--- src/rtl/riscv_pkg.sv ---
// rtl/riscv_pkg.sv - shared RV32 sequencer state encodings, funct3 codes and reset vector
package riscv_pkg;

  typedef enum logic [2:0] {
    BOOT = 3'd0,
    REQ  = 3'd1,
    WAIT = 3'd2,
    EXEC = 3'd3,
    HALT = 3'd4
  } seq_state_e;

  localparam logic [2:0] F3_BEQ = 3'b000;
  localparam logic [2:0] F3_BNE = 3'b001;
  localparam logic [2:0] F3_BLT = 3'b100;

  localparam logic [31:0] DEFAULT_RESET_VECTOR = 32'h0000_0000;

  // Instruction fetch requires word alignment; any set low bit is a trap.
  function automatic logic misaligned(input logic [1:0] addr_lsb);
    return addr_lsb != 2'b00;
  endfunction

endpackage

--- src/rtl/pc_sequencer_if.sv ---
// rtl/pc_sequencer_if.sv - instruction memory request/response port
interface pc_sequencer_if #(
  parameter int XLEN = 32
);

  logic            imem_req_valid;
  logic            imem_req_ready;
  logic [XLEN-1:0] imem_addr;
  logic            imem_rsp_valid;

  modport master (
    output imem_req_valid,
    output imem_addr,
    input  imem_req_ready,
    input  imem_rsp_valid
  );

  modport slave (
    input  imem_req_valid,
    input  imem_addr,
    output imem_req_ready,
    output imem_rsp_valid
  );

endinterface

--- src/rtl/pc_sequencer_branch_cond.sv ---
// rtl/pc_sequencer_branch_cond.sv - combinational branch/jump taken decision
module branch_cond
  import riscv_pkg::*;
(
  input  logic       branch,
  input  logic       jump,
  input  logic [2:0] funct3,
  input  logic       ZF,
  input  logic       SF,
  output logic       taken
);

  logic cond;

  always_comb begin
    cond = 1'b0;
    case (funct3)
      F3_BEQ:  cond = ZF;
      F3_BNE:  cond = ~ZF;
      F3_BLT:  cond = SF;
      default: cond = 1'b0;
    endcase
  end

  // A jump is unconditional, so it wins regardless of the branch decode.
  assign taken = jump | (branch & cond);

endmodule

--- src/rtl/pc_sequencer.sv ---
// rtl/pc_sequencer.sv - multi-cycle fetch/wait/execute sequencer owning the PC and perf counters
module pc_sequencer
  import riscv_pkg::*;
#(
  parameter int              XLEN         = 32,
  parameter logic [XLEN-1:0] RESET_VECTOR = XLEN'(DEFAULT_RESET_VECTOR),
  parameter int              CNT_W        = 16
) (
  input  logic              clk,
  input  logic              rst,
  pc_sequencer_if.master    imem,
  output logic              instr_valid,
  input  logic              ex_done,
  input  logic              stall,
  input  logic              branch,
  input  logic              jump,
  input  logic              ZF,
  input  logic              SF,
  input  logic [2:0]        funct3,
  input  logic [XLEN-1:0]   target,
  output logic [XLEN-1:0]   pc,
  output logic [XLEN-1:0]   pc_plus4,
  output logic              redirect,
  output logic              misalign_trap,
  output logic [CNT_W-1:0]  retired_cnt,
  output logic [CNT_W-1:0]  taken_cnt
);

  seq_state_e       state_q, state_d;
  logic [XLEN-1:0]  pc_q;
  logic             trap_q;
  logic [CNT_W-1:0] retired_q, taken_q;

  logic taken;
  logic accept;
  logic retire;
  logic trap_set;

  branch_cond u_branch_cond (
    .branch (branch),
    .jump   (jump),
    .funct3 (funct3),
    .ZF     (ZF),
    .SF     (SF),
    .taken  (taken)
  );

  // ex_done is only honoured in EXEC; while stalled the datapath keeps it asserted.
  assign accept = (state_q == EXEC) && ex_done && !stall;

  always_comb begin
    state_d             = state_q;
    imem.imem_req_valid = 1'b0;
    instr_valid         = 1'b0;
    redirect            = 1'b0;
    retire              = 1'b0;
    trap_set            = 1'b0;
    case (state_q)
      BOOT: state_d = REQ;
      REQ: begin
        imem.imem_req_valid = 1'b1;
        if (imem.imem_req_ready) state_d = WAIT;
      end
      WAIT: begin
        if (imem.imem_rsp_valid) begin
          instr_valid = 1'b1;
          state_d     = EXEC;
        end
      end
      EXEC: begin
        if (accept) begin
          if (taken && misaligned(target[1:0])) begin
            trap_set = 1'b1;
            state_d  = HALT;
          end else begin
            retire   = 1'b1;
            redirect = taken;
            state_d  = REQ;
          end
        end
      end
      HALT:    state_d = HALT;
      default: state_d = BOOT;
    endcase
  end

  always_ff @(posedge clk) begin
    if (rst) begin
      state_q   <= BOOT;
      pc_q      <= RESET_VECTOR;
      trap_q    <= 1'b0;
      retired_q <= '0;
      taken_q   <= '0;
    end else begin
      state_q <= state_d;
      if (retire) pc_q <= taken ? target : pc_plus4;
      if (trap_set) trap_q <= 1'b1;
      if (retire && (retired_q != '1)) retired_q <= retired_q + CNT_W'(1);
      if (redirect && (taken_q != '1)) taken_q <= taken_q + CNT_W'(1);
    end
  end

  assign pc             = pc_q;
  assign pc_plus4       = pc_q + XLEN'(4);
  assign imem.imem_addr = pc_q;
  assign misalign_trap  = trap_q;
  assign retired_cnt    = retired_q;
  assign taken_cnt      = taken_q;

endmodule

--- src/flat_wrapper.sv ---
// flat-port wrapper written by rule: the top's interface ports become plain ports
module pc_sequencer_flat import riscv_pkg::*;
#(
  parameter int              XLEN         = 32,
  parameter logic [XLEN-1:0] RESET_VECTOR = XLEN'(DEFAULT_RESET_VECTOR),
  parameter int              CNT_W        = 16
)
  (clk, rst, instr_valid, ex_done, stall, branch, jump, ZF, SF, funct3, target, pc, pc_plus4, redirect, misalign_trap, retired_cnt, taken_cnt, imem_imem_req_valid, imem_imem_addr, imem_imem_req_ready, imem_imem_rsp_valid);
  pc_sequencer_if #(.XLEN(XLEN)) imem_i ();
  input  logic clk;
  input  logic rst;
  output logic instr_valid;
  input  logic ex_done;
  input  logic stall;
  input  logic branch;
  input  logic jump;
  input  logic ZF;
  input  logic SF;
  input  logic [2:0] funct3;
  input  logic [XLEN-1:0] target;
  output logic [XLEN-1:0] pc;
  output logic [XLEN-1:0] pc_plus4;
  output logic redirect;
  output logic misalign_trap;
  output logic [CNT_W-1:0] retired_cnt;
  output logic [CNT_W-1:0] taken_cnt;
  output wire logic [$bits(imem_i.imem_req_valid)-1:0] imem_imem_req_valid;
  output wire logic [$bits(imem_i.imem_addr)-1:0] imem_imem_addr;
  input wire logic [$bits(imem_i.imem_req_ready)-1:0] imem_imem_req_ready;
  input wire logic [$bits(imem_i.imem_rsp_valid)-1:0] imem_imem_rsp_valid;
  assign imem_imem_req_valid = imem_i.imem_req_valid;
  assign imem_imem_addr = imem_i.imem_addr;
  assign imem_i.imem_req_ready = imem_imem_req_ready;
  assign imem_i.imem_rsp_valid = imem_imem_rsp_valid;
  pc_sequencer #(.XLEN(XLEN), .RESET_VECTOR(RESET_VECTOR), .CNT_W(CNT_W)) u_core (.clk(clk), .rst(rst), .imem(imem_i), .instr_valid(instr_valid), .ex_done(ex_done), .stall(stall), .branch(branch), .jump(jump), .ZF(ZF), .SF(SF), .funct3(funct3), .target(target), .pc(pc), .pc_plus4(pc_plus4), .redirect(redirect), .misalign_trap(misalign_trap), .retired_cnt(retired_cnt), .taken_cnt(taken_cnt));
endmodule
--- config.mk ---
export PLATFORM = sky130hd
export DESIGN_NAME = pc_sequencer_flat
export DESIGN_NICKNAME = d
export VERILOG_FILES = /design/src/rtl/riscv_pkg.sv /design/src/rtl/pc_sequencer_if.sv /design/src/rtl/pc_sequencer_branch_cond.sv /design/src/rtl/pc_sequencer.sv /design/src/flat_wrapper.sv
export SDC_FILE = /design/constraint.sdc
export NUM_CORES = 1
export LEC_CHECK = 0
export CORE_UTILIZATION = 35
export DETAILED_ROUTE_END_ITERATION = 12
export GPL_TIMING_DRIVEN = 0
export PLACE_DENSITY_LB_ADDON = 0.12
export SLEW_MARGIN = 20
export SYNTH_ARGS = -nofsm -noshare
export SYNTH_HDL_FRONTEND = slang
export SYNTH_SLANG_ARGS = --single-unit
--- constraint.sdc ---
create_clock -name clk -period 2 [get_ports clk]
set_input_delay 0.2 -clock clk [delete_from_list [all_inputs] [get_ports clk]]
set_output_delay 0.2 -clock clk [all_outputs]
set_load 0.01 [all_outputs]
==> results.json <==
{
  "outcome": "finished with violations",
  "failing_checks": "negative setup slack",
  "grt_antenna_before_repair": 0,
  "timing.critical_path.arrival_ns": 2.07,
  "finish.net_count": 873,
  "routedLengthMet1_um": 7780,
  "drv_slew": 0,
  "num_cts_buffers": 9,
  "reg2regPathDepth": 7,
  "crit_path_max_fanout": 4,
  "leading_cell_types_in_the_layout_fill_and_taps_excluded": "clkdlybuf4s50_1, buf_4, a21oi_1",
  "route.vias.total": 5915,
  "fp.dieW_um": 114,
  "hold_buffer_count_at_cts": 0,
  "portBuffers": 176,
  "synthDominantAreaCellType": "dfxtp_1",
  "ffs_latches_synth": 68,
  "timing.final.crit_share_pct": 113,
  "netlist.area_leader.share_pct": 30.8,
  "std_cell_rows": 40,
  "cpLargestDelayFamily": "simple AND/OR/NAND/NOR gates",
  "tightestPinTransition_ns": 0.657,
  "critical-path-slowest-cell": "dfxtp_4",
  "gr-total-overflow": 0,
  "dr_wl_met2_um": 9810,
  "n_antenna_cell": 0,
  "skew_ns": 0.00516,
  "worstPathCellList": "ha_4 -> nand4_1 -> buf_4 -> nor4_4 -> xor2_2 -> buf_2",
  "drt-initial-drc-count": 414,
  "post_route_setup_tns_ns": -2.79,
  "detail-route-antenna-nets": 0,
  "p_total_mw": 3.55,
  "power_per_cell_area_nw_per_um2": 428,
  "fmax_mhz": 441,
  "grt_first_pass_wirelength_um": 28600,
  "path_depth": 6,
  "post_route_cells_drive_above_1_share_pct": 37.6,
  "tritoncts": "built",
  "syn_area_per_cell_um2": 7.91,
  "crit_buf_inv": 2,
  "holdWs_ns": 0.448,
  "timing_worst_setup_path_type": "reg -> out",
  "synth-async-reset-ratio_pct": 0,
  "cts_buffer_depth": 2,
  "grt_max_degree": 12,
  "yosysSeqAreaShare_pct": 30.8,
  "max-slew-margin-rel_pct": 56.2,
  "grt_usage_pct": 28.2,
  "postSynthCellCount": 559,
  "number_of_max_cap_violations": 0,
  "cts_root_buffer": "clkbuf_16",
  "totalWireLength_um": 20400,
  "critPathRequiredTime_ns": 1.80,
  "floorplan.initialDensity_pct": 36.3,
  "synth_nets": 607,
  "synth_warnings": 0,
  "setup_repair_after_global_routing_missed_its_margin": "yes",
  "mostFrequentLayoutCell": "clkdlybuf4s50_1",
  "top_layer": "met4",
  "detailedRoute.firstPassIterationCount": 5,
  "postLayoutSetupSlackWorst_ns": -0.266,
  "period_minus_slack_ns": 2.27,
  "chipHeight_um": 114,
  "avgViaCountPerCell": 5.93,
  "report.final.setup_viol": 24,
  "worst_ir_drop_vdd_mv": 0.411,
  "design.die.area_um2": 13100,
  "synth_area_leaders": "dfxtp_1, a21oi_1, buf_4",
  "finalHoldViolations": 0,
  "first_global_vias": 5436,
  "syn-cell-area_um2": 4420,
  "unique_cell_type_count_in_the_yosys_netlist": 61,
  "gpl.final_weighted_congestion": 0.879,
  "p_leak_nw": 3.23,
  "clk_pin_slew_ns": 0.06,
  "met3_length_um": 1920,
  "clock_insertion_delay_worst_skew_ns": 0.34,
  "dpl.hpwl_um": 11800,
  "cts_max_level": 3,
  "dominantRegCellSynth": "dfxtp_1",
  "cts_num_sinks": 68,
  "synth_enable_flop_cells": 0,
  "drt_drc_violations_left": 0,
  "whs_path_depth": 3,
  "worst_hold_path_type": "in -> reg",
  "type_of_element_capturing_the_critical_path": "output port",
  "area_growth_syn_to_layout_pct": 87.7,
  "placeableCoreArea_um2": 12200,
  "wl_per_cell_um": 20.5,
  "crit_path_max_incr_delay_ns": 0.38,
  "pin_count": 177,
  "startpoint_type": "flop"
}
==> area by class of cell <==
| type | instances | area (um^2) |
|---|---|---|
| fillers | 946 | 3870 |
| repair buffers | 266 | 2460 |
| multi-input cells | 402 | 3260 |
| inverters | 16 | 62.6 |
| flip-flops and latches | 68 | 1450 |
| clock buffers | 13 | 270 |
| clock inverters | 3 | 67.6 |
| plain buffers | 62 | 513 |
| well taps | 168 | 210 |
==> kinds of logic (layout without fill, tap and decap cells) <==
logic type | count (synthesis) | after routing | share of synthesized area [%]
buf+inv | 89 | 360 | 10.9
fa+ha+maj | 3 | 3 | 0.849
xor+xnor | 28 | 28 | 5.55
mux | 5 | 5 | 1.33
simple gates | 214 | 214 | 27.9
flops | 68 | 68 | 30.8
compound gates | 152 | 152 | 22.7
==> synth_stat cells, types with 15 or more instances <==
cell	instances
dfxtp_1	68
a21oi_1	55
nand2_1	35
buf_4	34
nand3_1	33
clkbuf_1	31
o21ai_0	24
xnor2_1	23
nand4_1	19
nor2_1	17
inv_1	15
o32ai_1	15
or4_1	15
==> sequential cells by signal, indices dropped and copies added, names as in the netlist <==
name                   flops
u_core.state_q             3
u_core.misalign_trap       1
u_core.retired_cnt        16
u_core.imem.imem_addr     32
u_core.taken_cnt          16
==> final timing paths <==
path	startpoint	to	slack (ns)
hold reg to reg	u_core.misalign_trap	u_core.misalign_trap	0.49
setup reg to reg	u_core.imem.imem_addr[5]	u_core.imem.imem_addr[19]	-0.20
hold / removal	target[15]	u_core.imem.imem_addr[15]	0.45
setup / recovery	u_core.imem.imem_addr[3]	pc_plus4[16]	-0.27
==> repair_timing <==
item	in CTS	in global routing
setup buffers	63	29
gates cloned	3	2
pin swaps	49	46
setup endpoints to repair	96	81
endpoints found under the hold margin	0	0
gates resized for setup	262	97
==> worst reg2reg max path: cells and delay by family, from the launching register on <==
family	cells	cell delay [ns]
DFF	1	0.38
AOI/OAI and AO/OA	3	0.77
and+or+nand+nor	2	0.55
buffers and inverters	2	0.36
==> per-stage QoR <==
step | utilization [%] | cells | worst slack [ns] | area (um^2)
after floorplan | - | 559 | -0.00199 | 4430
after global placement | 52.6 | 903 | -0.949 | 6400
after detailed placement | 52.6 | 903 | -0.941 | 6400
after CTS | 64.5 | 976 | -0.243 | 7850
after global routing | 68.2 | 998 | -0.262 | 8290
final | 68.2 | 998 | -0.266 | 8290
==> report_power, final <==
group          switching [mW]  internal [mW]
sequential             0.0166           1.34
clock                   0.620           1.19
combinational           0.199          0.184
==> layer usage <==
layer | vias up | GRT usage (%)
met3 | 89 | 6.19
met5 | - | 0
li1 | 2625 | -
met1 | 2802 | 34.5
met4 | 0 | 13.2
met2 | 399 | 47.1
(Power assumes the default switching activity.)
